`config.mk`:
```
export PLATFORM = sky130hd
export DESIGN_NAME = pulse_stretcher
export DESIGN_NICKNAME = d
export VERILOG_FILES = /design/src/rtl/pulse_stretcher.sv
export SDC_FILE = /design/constraint.sdc
export NUM_CORES = 1
export LEC_CHECK = 0
export BUFFER_PORTS_ARGS = -buffer_cell sky130_fd_sc_hd__buf_4
export CORE_ASPECT_RATIO = 0.7
export CORE_MARGIN = 5
export CORE_UTILIZATION = 60
export CTS_CLUSTER_DIAMETER = 50
export DETAILED_ROUTE_END_ITERATION = 8
export PLACE_DENSITY = 0.85
export REMOVE_ABC_BUFFERS = 1
export SLEW_MARGIN = 20
export SYNTH_ARGS = -nofsm -noshare
export SYNTH_HDL_FRONTEND = slang
export SYNTH_SLANG_ARGS = --single-unit
```
`constraint.sdc`:
```
create_clock -name clk_i -period 2.7 [get_ports clk_i]
set_clock_uncertainty 0.05 [all_clocks]
set_input_delay 0.27 -clock clk_i [delete_from_list [all_inputs] [get_ports clk_i]]
set_output_delay 0.27 -clock clk_i [all_outputs]
set_load 0.01 [all_outputs]
```
`src/rtl/pulse_stretcher.sv`:
```
// Turns every rising edge on event_i into one TIME_ON-cycle high pulse followed by a
// TIME_OFF-cycle low gap; edges arriving meanwhile are queued in a saturating counter.
`ifndef CONTA_1S
`define CONTA_1S 50000000
`endif

module pulse_stretcher #(
  parameter int unsigned TIME_ON    = `CONTA_1S,
  parameter int unsigned TIME_OFF   = `CONTA_1S,
  parameter int unsigned PEND_WIDTH = 4
) (
  input  logic                  clk_i,
  input  logic                  rst_i,
  input  logic                  event_i,
  output logic                  signal_o,
  output logic                  busy_o,
  output logic [PEND_WIDTH-1:0] pending_o,
  output logic                  overflow_o
);

  typedef enum logic [1:0] {
    ST_PS_IDLE = 2'd0,
    ST_PS_ON   = 2'd1,
    ST_PS_OFF  = 2'd2
  } state_t;

  localparam logic [31:0]           ON_LAST  = 32'(TIME_ON - 1);
  localparam logic [31:0]           OFF_LAST = 32'(TIME_OFF - 1);
  localparam logic [PEND_WIDTH-1:0] PEND_MAX = {PEND_WIDTH{1'b1}};
  localparam logic [PEND_WIDTH-1:0] PEND_ONE = PEND_WIDTH'(1);

  state_t                  state_q, state_d;
  logic [31:0]             cnt_q, cnt_d;
  logic [PEND_WIDTH-1:0]   pend_q, pend_d;
  logic                    ovf_q, ovf_d;
  logic                    event_q;
  logic                    edge_w;
  logic                    queue_w;

  assign edge_w = event_i & ~event_q;

  // Register stage: all state here is control, so everything is reset.
  always_ff @(posedge clk_i) begin
    if (rst_i) begin
      state_q <= ST_PS_IDLE;
      cnt_q   <= '0;
      pend_q  <= '0;
      ovf_q   <= 1'b0;
      event_q <= 1'b0;
    end else begin
      state_q <= state_d;
      cnt_q   <= cnt_d;
      pend_q  <= pend_d;
      ovf_q   <= ovf_d;
      event_q <= event_i;
    end
  end

  always_comb begin
    state_d = state_q;
    cnt_d   = cnt_q;
    pend_d  = pend_q;
    ovf_d   = ovf_q;
    queue_w = 1'b0;
    case (state_q)
      ST_PS_IDLE: begin
        if (edge_w) begin
          state_d = ST_PS_ON;
          cnt_d   = '0;
        end
      end
      ST_PS_ON: begin
        queue_w = edge_w;
        if (cnt_q == ON_LAST) begin
          state_d = ST_PS_OFF;
          cnt_d   = '0;
        end else begin
          cnt_d = cnt_q + 32'd1;
        end
      end
      ST_PS_OFF: begin
        if (cnt_q == OFF_LAST) begin
          cnt_d = '0;
          if (pend_q != '0) begin
            // A same-cycle edge replaces the one being dequeued: net zero.
            state_d = ST_PS_ON;
            if (!edge_w) pend_d = pend_q - PEND_ONE;
          end else if (edge_w) begin
            state_d = ST_PS_ON;
          end else begin
            state_d = ST_PS_IDLE;
          end
        end else begin
          cnt_d   = cnt_q + 32'd1;
          queue_w = edge_w;
        end
      end
      default: begin
        state_d = ST_PS_IDLE;
        cnt_d   = '0;
      end
    endcase
    if (queue_w) begin
      if (pend_q == PEND_MAX) ovf_d = 1'b1;
      else                    pend_d = pend_q + PEND_ONE;
    end
  end

  assign signal_o   = (state_q == ST_PS_ON);
  assign busy_o     = (state_q != ST_PS_IDLE);
  assign pending_o  = pend_q;
  assign overflow_o = ovf_q;

endmodule

```
==> results of run 1 <==
worst max-delay path by stage:
stage,startpoint,endpoint,slack (ns)
3_3_place_gp,cnt_q[26]$_SDFFE_PP0P_,pending_o[1]$_SDFF_PP0_,0.43
3_5_place_dp,cnt_q[26]$_SDFFE_PP0P_,pending_o[1]$_SDFF_PP0_,0.39
2_1_floorplan,cnt_q[26]$_SDFFE_PP0P_,cnt_q[0]$_SDFFE_PP0P_,0.45
5_1_grt,cnt_q[27]$_SDFFE_PP0P_,pending_o[1]$_SDFF_PP0_,0.20
4_1_cts,cnt_q[26]$_SDFFE_PP0P_,pending_o[1]$_SDFF_PP0_,0.32
6_report,cnt_q[26]$_SDFFE_PP0P_,pending_o[1]$_SDFF_PP0_,0.32
state kept, by name, summed over array words and instances (netlist names):
name        cells
event_q         1
state_q         2
cnt_q          32
overflow_o      1
pending_o       4
Yosys cell counts, types with 4 or more instances:
master and instances:
xor2_1 20, clkbuf_1 4, and3_1 9, ha_1 7
nand3_1 24, nor2_1 43, nand4_1 6, dfxtp_1 40
nand2_1 19, a21oi_1 11, o21ai_0 6, inv_1 10
buf_2 4, xnor2_1 7, nor3_1 4
cell type report:
cell class,count,area [um2],area share (%)
Clock buffer,6,72.6,3.07
Clock inverter,2,35.0,1.48
Inverter,10,37.5,1.59
Multi-Input combinational cell,196,1250,52.9
Sequential cell,40,801,33.8
Tap cell,50,62.6,2.64
Timing Repair Buffer,14,105,4.44
power groups by stage:
stage / clock network (mW) / logic [mW] / registers [mW]
finish: 0.482 / 0.140 / 0.606
global route: 0.515 / 0.155 / 0.607
CTS: 0.487 / 0.138 / 0.606
detailed placement: 0 / 0.137 / 0.620
global placement: 0 / 0.136 / 0.619
floorplan: 0 / 0.0923 / 0.618
routing by layer:
metal	GRT usage [%]	part of all wire [%]
met1	30.6	51
met3	5.27	5.1
met4	6.51	1.6
met2	28.4	43
met5	0	0
per-stage QoR:
step           setup slack [ns]  utilization [%]
3_5_place_dp              0.388             65.1
3_3_place_gp              0.434             65.1
2_1_floorplan             0.450                -
5_1_grt                   0.200             68.2
4_1_cts                   0.321             68.2
6_report                  0.321             68.2
logic make-up after synthesis:
kind of cell	Yosys count	synth area share (%)
AO/OA/AOI/OAI	33	11.2
adder cells (fa/ha/maj)	7	4.12
buffers and inverters	18	3.41
multiplexers	3	1.71
flip-flops	40	37.7
XOR/XNOR	27	11.1
AND/OR/NAND/NOR	126	30.7
==> results.toml, run 1 <==
[drt]
dr_total_vias = 1803
drt-wirelength-per-cell_um = 14.2
drt_wl_total_um = 4520
ant_nets = 0
drc = 0
firstDrtPassIters = 4
drt_iter0_drc = 146
viasPerCell = 5.67

[final_layout]
finalInstanceArea_mm2 = 0.00237
drive_gt1_share_pct = 11.9
final_common_cell = "nor2_1"
antennaDiodeCount = 0
fin_nets = 277
final_cell_mix = "nor2_1, dfxtp_1, nand3_1"
final_cells = 318
fillers = 292
areaGrowthSynthToFinish_pct = 11.3

[clocking]
insertion_delay_ns = 0.29
clock-sinks = 40
cts_buffers = 5
cts_setup_buffers = 0
cts_resized = 0
cts_tree = "built"
clk_pin_slew_ns = 0.07
root_buffer = "clkbuf_8"
cts_buffer_depth = 2
htree_levels = 2
postCtsHoldBufs = 0

[pwr]
p_leak_nw = 0.882
p_switching_mw = 0.305
p_int_mw = 0.923
p_per_area_mw_per_mm2 = 519
power_mw = 1.23
p_seq_share_pct = 49.3
pwr-share-clk_pct = 39.3
ir_worst_vdd_uv = 566
p_sw_share_pct = 24.9
p_comb_share_pct = 11.4

[global_routing]
overflow = 0
track_usage_pct = 20.5
grt_pass1_vias = 1607
grt_first_pass_wirelength_um = 7720
antenna_found_initial = 0
grt_max_degree = 21

[critical_path]
crit_arrival_ns = 2.54
cp.required_ns = 2.87
path_delay_family = "simple AND/OR/NAND/NOR gates"
crit_slowest_cell = "or4_4"
cp_cell_sequence = "or4_4 -> nor4_4 -> nand3_2 -> nor3_2 -> mux2_1 -> a31oi_1"
setup.worst_path.start_class = "register"
path_max_fanout = 8
r2r_cells = 6
reg2reg_from = "cnt_q[26]$_SDFFE_PP0P_"
cpPeakStageDelay_ns = 0.55
r2r_end = "pending_o[1]$_SDFF_PP0_"
r2r_slack_ns = 0.32
path_class = "reg -> reg"
cp-end-kind = "register"
path_buf_inv = 0
critical_path_depth = 6

[floorplanning]
initial_utilization_pct = 61.3
io-pin-count = 10
core_mm2 = 0.00347
dieArea_mm2 = 0.00485
die_w_um = 81.1
placementRows = 18
dieHeight_um = 59.8

[sta]
holdWs_ns = 0.168
max_freq_ghz = 0.420
setup_viol = 0
rsz0062_at_grt = "false"
worstMarginPinSlew_ns = 0.691
setup_tns_ns = 0
period_share_pct = 88.1
relSlewSlack_pct = 53.9
min_period_ns = 2.38
drv_slew = 0
final-hold-violation-count = 0

[worst_hold_path]
hold_start = "event_i"
hold_depth = 2
hp-class = "in -> reg"
worstHoldEndpoint = "event_q$_SDFF_PP0_"

[logic_synthesis]
synth_area_leaders = "dfxtp_1, xor2_1, nor2_1"
yosys.cell_types.count = 44
yosys_warnings = 0
synthArstFlopShare_pct = 0
syn_area_mm2 = 0.00213
synth_edf_count = 0
synth_largest_area_cell = "dfxtp_1"
ys_ff_latch = 40
netlist.area_leader.share_pct = 37.7
synth.avg_cell_area_um2 = 8.37
synth_ff_type = "dfxtp_1"
synthCells = 254
yosysSeqAreaShare_pct = 37.7

[outcome]
status = "complete, no violations"

[placement]
dp_hpwl_um = 3260
placed_cells = 310
io_buffers = 9
placed_cell_area_mm2 = 0.00226
place.gp.congestion = 0.846

[run]
max-cap-violations = 0
(Power assumes the default switching activity.)
==> run 2, diff against run 1 <==
- ABC_AREA: default -> 1
- CORE_UTILIZATION: 60 -> 62
- PLACE_DENSITY: 0.85 -> 0.8
- SLEW_MARGIN: 20 -> default
==> run 2 against run 1 <==
- sequential power up 8.9%
- cell count up 57%
- flip-flop and latch count is the same
- first-iteration DRC count is 110% higher
- combinational power grew to 3.3 times the previous value
- worst hold slack got worse by 0.040 ns
- synthesized cell count increased by 71%
- via count is 55% higher
- die area increased by 19%
- cell area rose by 21%
- critical endpoint is now cnt_q[16]$_SDFFE_PP0P_
- largest cell class unchanged
==> results.toml, run 2 <==
[drt]
drc = 0
drt_iter0_drc = 306
viasPerCell = 5.58
drt_wl_total_um = 6660
drt-wirelength-per-cell_um = 13.3
ant_nets = 0
dr_total_vias = 2789
firstDrtPassIters = 5

[sta]
holdWs_ns = 0.128
min_period_ns = 2.23
period_share_pct = 82.7
max_freq_ghz = 0.448
worstMarginPinSlew_ns = 0.596
relSlewSlack_pct = 60.3
rsz0062_at_grt = "false"
final-hold-violation-count = 0
setup_viol = 0
setup_tns_ns = 0
drv_slew = 0

[floorplanning]
core_mm2 = 0.00425
die_w_um = 88.7
dieArea_mm2 = 0.00578
io-pin-count = 10
initial_utilization_pct = 63.2
dieHeight_um = 65.1
placementRows = 20

[clocking]
postCtsHoldBufs = 0
cts_tree = "built"
clock-sinks = 40
htree_levels = 2
root_buffer = "clkbuf_8"
cts_setup_buffers = 0
cts_buffers = 5
cts_resized = 0
cts_buffer_depth = 2
clk_pin_slew_ns = 0.09
insertion_delay_ns = 0.30

[final_layout]
top_register = "cnt_q"
fin_nets = 454
antennaDiodeCount = 0
drive_gt1_share_pct = 8.54
largest_reg_flops = 32
final_common_cell = "nand2_1"
areaGrowthSynthToFinish_pct = 6.89
final_cell_mix = "nand2_1, nor2_1, inv_1"
final_cells = 500
post-route-util_pct = 67.6

[pwr]
p_per_area_mw_per_mm2 = 538
power_mw = 1.55
ir_worst_vdd_uv = 305
p_leak_nw = 1.11

[placement]
dp_hpwl_um = 5110
io_buffers = 9
placed_cells = 492
place.gp.congestion = 0.959

[critical_path]
r2r_end = "cnt_q[16]$_SDFFE_PP0P_"
path_buf_inv = 3
cp-end-kind = "register"
cp.required_ns = 2.84
crit_arrival_ns = 2.37
path_class = "reg -> reg"
path_delay_family = "simple AND/OR/NAND/NOR gates"
r2r_cells = 10
setup.worst_path.start_class = "register"
cpPeakStageDelay_ns = 0.49
cp_cell_sequence = "inv_1 -> ha_1 -> inv_1 -> nor2_2 -> inv_2 -> nand3_1 -> nor2_1 -> nand2_1 -> nand2_1 -> nor3b_2"
path_max_fanout = 19
reg2reg_from = "state_q[0]$_SDFFE_PP0P_"
r2r_slack_ns = 0.47
crit_slowest_cell = "nor2_2"

[logic_synthesis]
synthCells = 434
ys_ff_latch = 40
yosysSeqAreaShare_pct = 29.8
yosys.cell_count.top_type = "nand2_1"
synth_ff_type = "dfxtp_1"
synthTopCellsByCount = "nand2_1, nor2_1, inv_1"
yosys.cell_types.count = 35
syn_area_mm2 = 0.00269
synthArstFlopShare_pct = 0
netlist.area_leader.share_pct = 29.8
synth.avg_cell_area_um2 = 6.20
synth_area_leaders = "dfxtp_1, nand2_1, nor2_1"
synth_edf_count = 0
synth_largest_area_cell = "dfxtp_1"
yosys_warnings = 0

[worst_hold_path]
hold_start = "rst_i"
worstHoldEndpoint = "state_q[0]$_SDFFE_PP0P_"
hp-class = "in -> reg"
hold_depth = 2

[global_routing]
grt_pass1_vias = 2448
grt_first_pass_wirelength_um = 11400
grt_max_degree = 27
antenna_found_initial = 0
track_usage_pct = 25.1
overflow = 0

[run]
max-cap-violations = 0

[outcome]
status = "complete, no violations"
==> run 2: final cells by class <==
cell class / instances / area (um2)
Tap cell: 55 / 68.8
Clock buffer: 7 / 86.3
Inverter: 59 / 221
Multi-Input combinational cell: 329 / 1620
Clock inverter: 1 / 7.51
Fill cell: 387 / 1380
Sequential cell: 40 / 801
Timing Repair Buffer: 9 / 67.6
==> run 2: per-stage QoR <==
stage | area [um2] | setup slack, ns
6_report | 2870 | 0.467
5_1_grt | 2870 | 0.234
4_1_cts | 2870 | 0.476
3_5_place_dp | 2780 | 0.520
3_3_place_gp | 2780 | 0.616
2_1_floorplan | 2640 | 0.910
==> run 2: routing by layer <==
metal | GRT usage [%] | up-vias | part of all wire [%]
li1 | - | 1405 | -
met1 | 37.1 | 1234 | 48
met2 | 34.4 | 136 | 40
met3 | 8.02 | 14 | 11
met4 | 6.98 | 0 | 1.3
met5 | 0 | - | 0
==> run 2: where the power goes <==
group	switching, mW	internal, mW
registers	0.0378	0.622
logic	0.314	0.143
clock network	0.222	0.208
total	0.574	0.974
==> run 2: cell families after synthesis <==
family | count (synthesis) | synth area share, %
simple gates | 277 | 47.2
buf+inv | 65 | 9.91
flops | 40 | 29.8
compound gates | 37 | 7.21
xor+xnor | 8 | 2.61
fa+ha+maj | 7 | 3.26
==> run 2: how the worst max path moves through the flow <==
stage / from / to / slack, ns / cells past startpoint
final: state_q[0]$_SDFFE_PP0P_ / cnt_q[16]$_SDFFE_PP0P_ / 0.47 / 10
after global routing: state_q[0]$_SDFFE_PP0P_ / cnt_q[11]$_SDFFE_PP0P_ / 0.23 / 8
after CTS: state_q[0]$_SDFFE_PP0P_ / cnt_q[16]$_SDFFE_PP0P_ / 0.48 / 10
after detailed placement: state_q[0]$_SDFFE_PP0P_ / cnt_q[16]$_SDFFE_PP0P_ / 0.52 / 10
after global placement: state_q[0]$_SDFFE_PP0P_ / cnt_q[16]$_SDFFE_PP0P_ / 0.62 / 10
after floorplan: state_q[0]$_SDFFE_PP0P_ / cnt_q[16]$_SDFFE_PP0P_ / 0.91 / 10
==> run 3, diff against run 2 <==
- ABC_AREA: 1 -> 0
- CORE_UTILIZATION: 62 -> 54
- PLACE_DENSITY: 0.8 -> 0.74
- clock period: 2.7 -> 1.9 ns (I/O delays scaled with it)
==> run 3 against run 2 <==
- the run now ends with negative setup slack left
- combinational power decreased by 26%
- fmax increased by 4.4%
- wire length decreased by 22%
- flip-flop and latch count unchanged
- sequential power increased by 30%
- via count decreased by 27%
- global-route usage decreased by 4.3 points
- sequential share of layout area decreased by 0.094 points
- worst setup slack got worse by 0.71 ns
- critical endpoint unchanged
- largest cell class unchanged
==> results.toml, run 3 (synthesized netlist as in run 1, its figures left out) <==
[clocking]
cts_tree = "built"
clock-sinks = 40
postCtsHoldBufs = 0
clk_pin_slew_ns = 0.08
cts_buffer_depth = 2
insertion_delay_ns = 0.30
root_buffer = "clkbuf_8"
cts_buffers = 5
htree_levels = 2

[floorplanning]
initial_utilization_pct = 55.2
io-pin-count = 10
core_mm2 = 0.00385
placementRows = 19
dieArea_mm2 = 0.00531
dieHeight_um = 62.5
die_w_um = 85.0

[drt]
dr_total_vias = 2026
viasPerCell = 5.37
ant_nets = 0
drt_wl_total_um = 5200
drt-wirelength-per-cell_um = 13.8
firstDrtPassIters = 5
drc = 0
drt_iter0_drc = 93

[critical_path]
cp_cell_sequence = "or4_4 -> nor4_4 -> buf_4 -> a31o_2 -> nand2_2 -> nand2_4 -> buf_4 -> buf_6 -> nor2_1"
r2r_cells = 9
cp.required_ns = 2.05
crit_slowest_cell = "or4_4"
cp-end-kind = "register"
path_class = "reg -> reg"
r2r_slack_ns = -0.24
r2r_end = "cnt_q[16]$_SDFFE_PP0P_"
critPathMostFrequentCell = "buf_4"
path_max_fanout = 7
cpPeakStageDelay_ns = 0.53
setup.worst_path.start_class = "register"
crit_arrival_ns = 2.29
reg2reg_from = "cnt_q[26]$_SDFFE_PP0P_"

[pwr]
p_comb_share_pct = 18.7
p_switching_mw = 0.505
p_per_area_mw_per_mm2 = 624
power_mw = 1.81
pwr-share-clk_pct = 33.9
p_leak_nw = 1.20
p_int_mw = 1.30
p_sw_share_pct = 27.9
p_seq_share_pct = 47.4
ir_worst_vdd_uv = 652

[placement]
io_buffers = 9
dp_hpwl_um = 3700
place.gp.congestion = 0.850

[sta]
drv_slew = 0
worstMarginPinSlew_ns = 0.454
rsz0062_at_grt = "true"
setup_viol = 38
max_freq_ghz = 0.467
final-hold-violation-count = 0
setup_tns_ns = -5.95
min_period_ns = 2.14
period_share_pct = 113
relSlewSlack_pct = 69.7
worst_slack_ns = -0.239

[global_routing]
grt_max_degree = 17
grt_first_pass_wirelength_um = 8980
grt_pass1_vias = 2005
overflow = 0
track_usage_pct = 20.7
antenna_found_initial = 0

[worst_hold_path]
worstHoldEndpoint = "event_q$_SDFF_PP0_"
hold_start = "event_i"
hp-class = "in -> reg"
hold_depth = 2

[final_layout]
largest_reg_flops = 32
regArea_um2 = 803
final_common_cell = "buf_4"
multiInputGateArea_mm2 = 0.00133
drive_gt1_share_pct = 32.0
final_cell_mix = "buf_4, nor2_1, dfxtp_1"
top_register = "cnt_q"
fillers = 286
fin_nets = 334
antennaDiodeCount = 0
areaGrowthSynthToFinish_pct = 36.1

[outcome]
failed_checks = "negative setup slack"
status = "finished, violations left"

[run]
max-cap-violations = 0
==> run 3: changes by cell type in the layout (fill, tap and decap cells not counted), sizes merged, moves of 7 or more <==
cell / previous run / this run
nand2: 114 / 19
buf: 9 / 71
inv: 58 / 10
nor2: 86 / 43
nor3: 23 / 5
xor2: 7 / 20
a21oi: 20 / 11
and3: 0 / 9
nor3b: 7 / 0
o21ai: 13 / 6
==> run 3: final cells by class <==
class,count,share of cell area (%)
inverters,10,1.30
well taps,52,2.25
clock inverters,2,0.519
repair buffers,71,19.5
flip-flops and latches,40,27.8
clock buffers,6,2.85
multi-input cells,196,45.8
==> run 3: metrics by stage <==
step	utilization, %	cells	worst slack, ns	hold WS (ns)	area (um2)
floorplan	-	246	-0.350	0.209	2090
global placement	69.2	366	-0.192	0.375	2670
detailed placement	69.2	366	-0.237	0.388	2670
CTS	74.0	378	-0.211	0.0609	2850
global route	75.1	377	-0.323	0.0714	2890
finish	75.1	377	-0.239	0.0766	2890
==> run 3: how the worst max path moves through the flow <==
stage,start,to,slack (ns)
3_3_place_gp,cnt_q[26]$_SDFFE_PP0P_,pending_o[0]$_SDFF_PP0_,-0.19
3_5_place_dp,cnt_q[26]$_SDFFE_PP0P_,state_q[0]$_SDFFE_PP0P_,-0.24
6_report,cnt_q[26]$_SDFFE_PP0P_,cnt_q[16]$_SDFFE_PP0P_,-0.24
2_1_floorplan,cnt_q[26]$_SDFFE_PP0P_,cnt_q[0]$_SDFFE_PP0P_,-0.35
4_1_cts,cnt_q[29]$_SDFFE_PP0P_,pending_o[0]$_SDFF_PP0_,-0.21
5_1_grt,cnt_q[26]$_SDFFE_PP0P_,cnt_q[29]$_SDFFE_PP0P_,-0.32
==> run 3: worst max-delay path, delay by kind of cell (launching register included) <==
kind	cells	cell delay, ns
AOI/OAI and AO/OA	1	0.18
buffers and inverters	3	0.42
DFF	1	0.33
and+or+nand+nor	5	1.07
==> run 3: repair_timing <==
item	in CTS	in global routing
cloned	1	0
buffers inserted	3	0
pin swaps	8	9
gates resized for setup	14	17
endpoints found under the setup margin	37	38
==> run 3: routing by layer <==
layer,GRT usage [%],up-vias,wire length (um)
met5,0,-,0
met4,10.3,0,112
met3,3.95,9,202
met2,30.7,35,2310
met1,28.6,954,2580
li1,-,1028,-
==> run 3: power by group through the flow <==
stage | registers (mW) | logic [mW] | clock network [mW]
detailed placement | 0.876 | 0.269 | 0
global route | 0.859 | 0.363 | 0.674
CTS | 0.856 | 0.306 | 0.634
global placement | 0.876 | 0.261 | 0
finish | 0.856 | 0.337 | 0.612
floorplan | 0.879 | 0.131 | 0
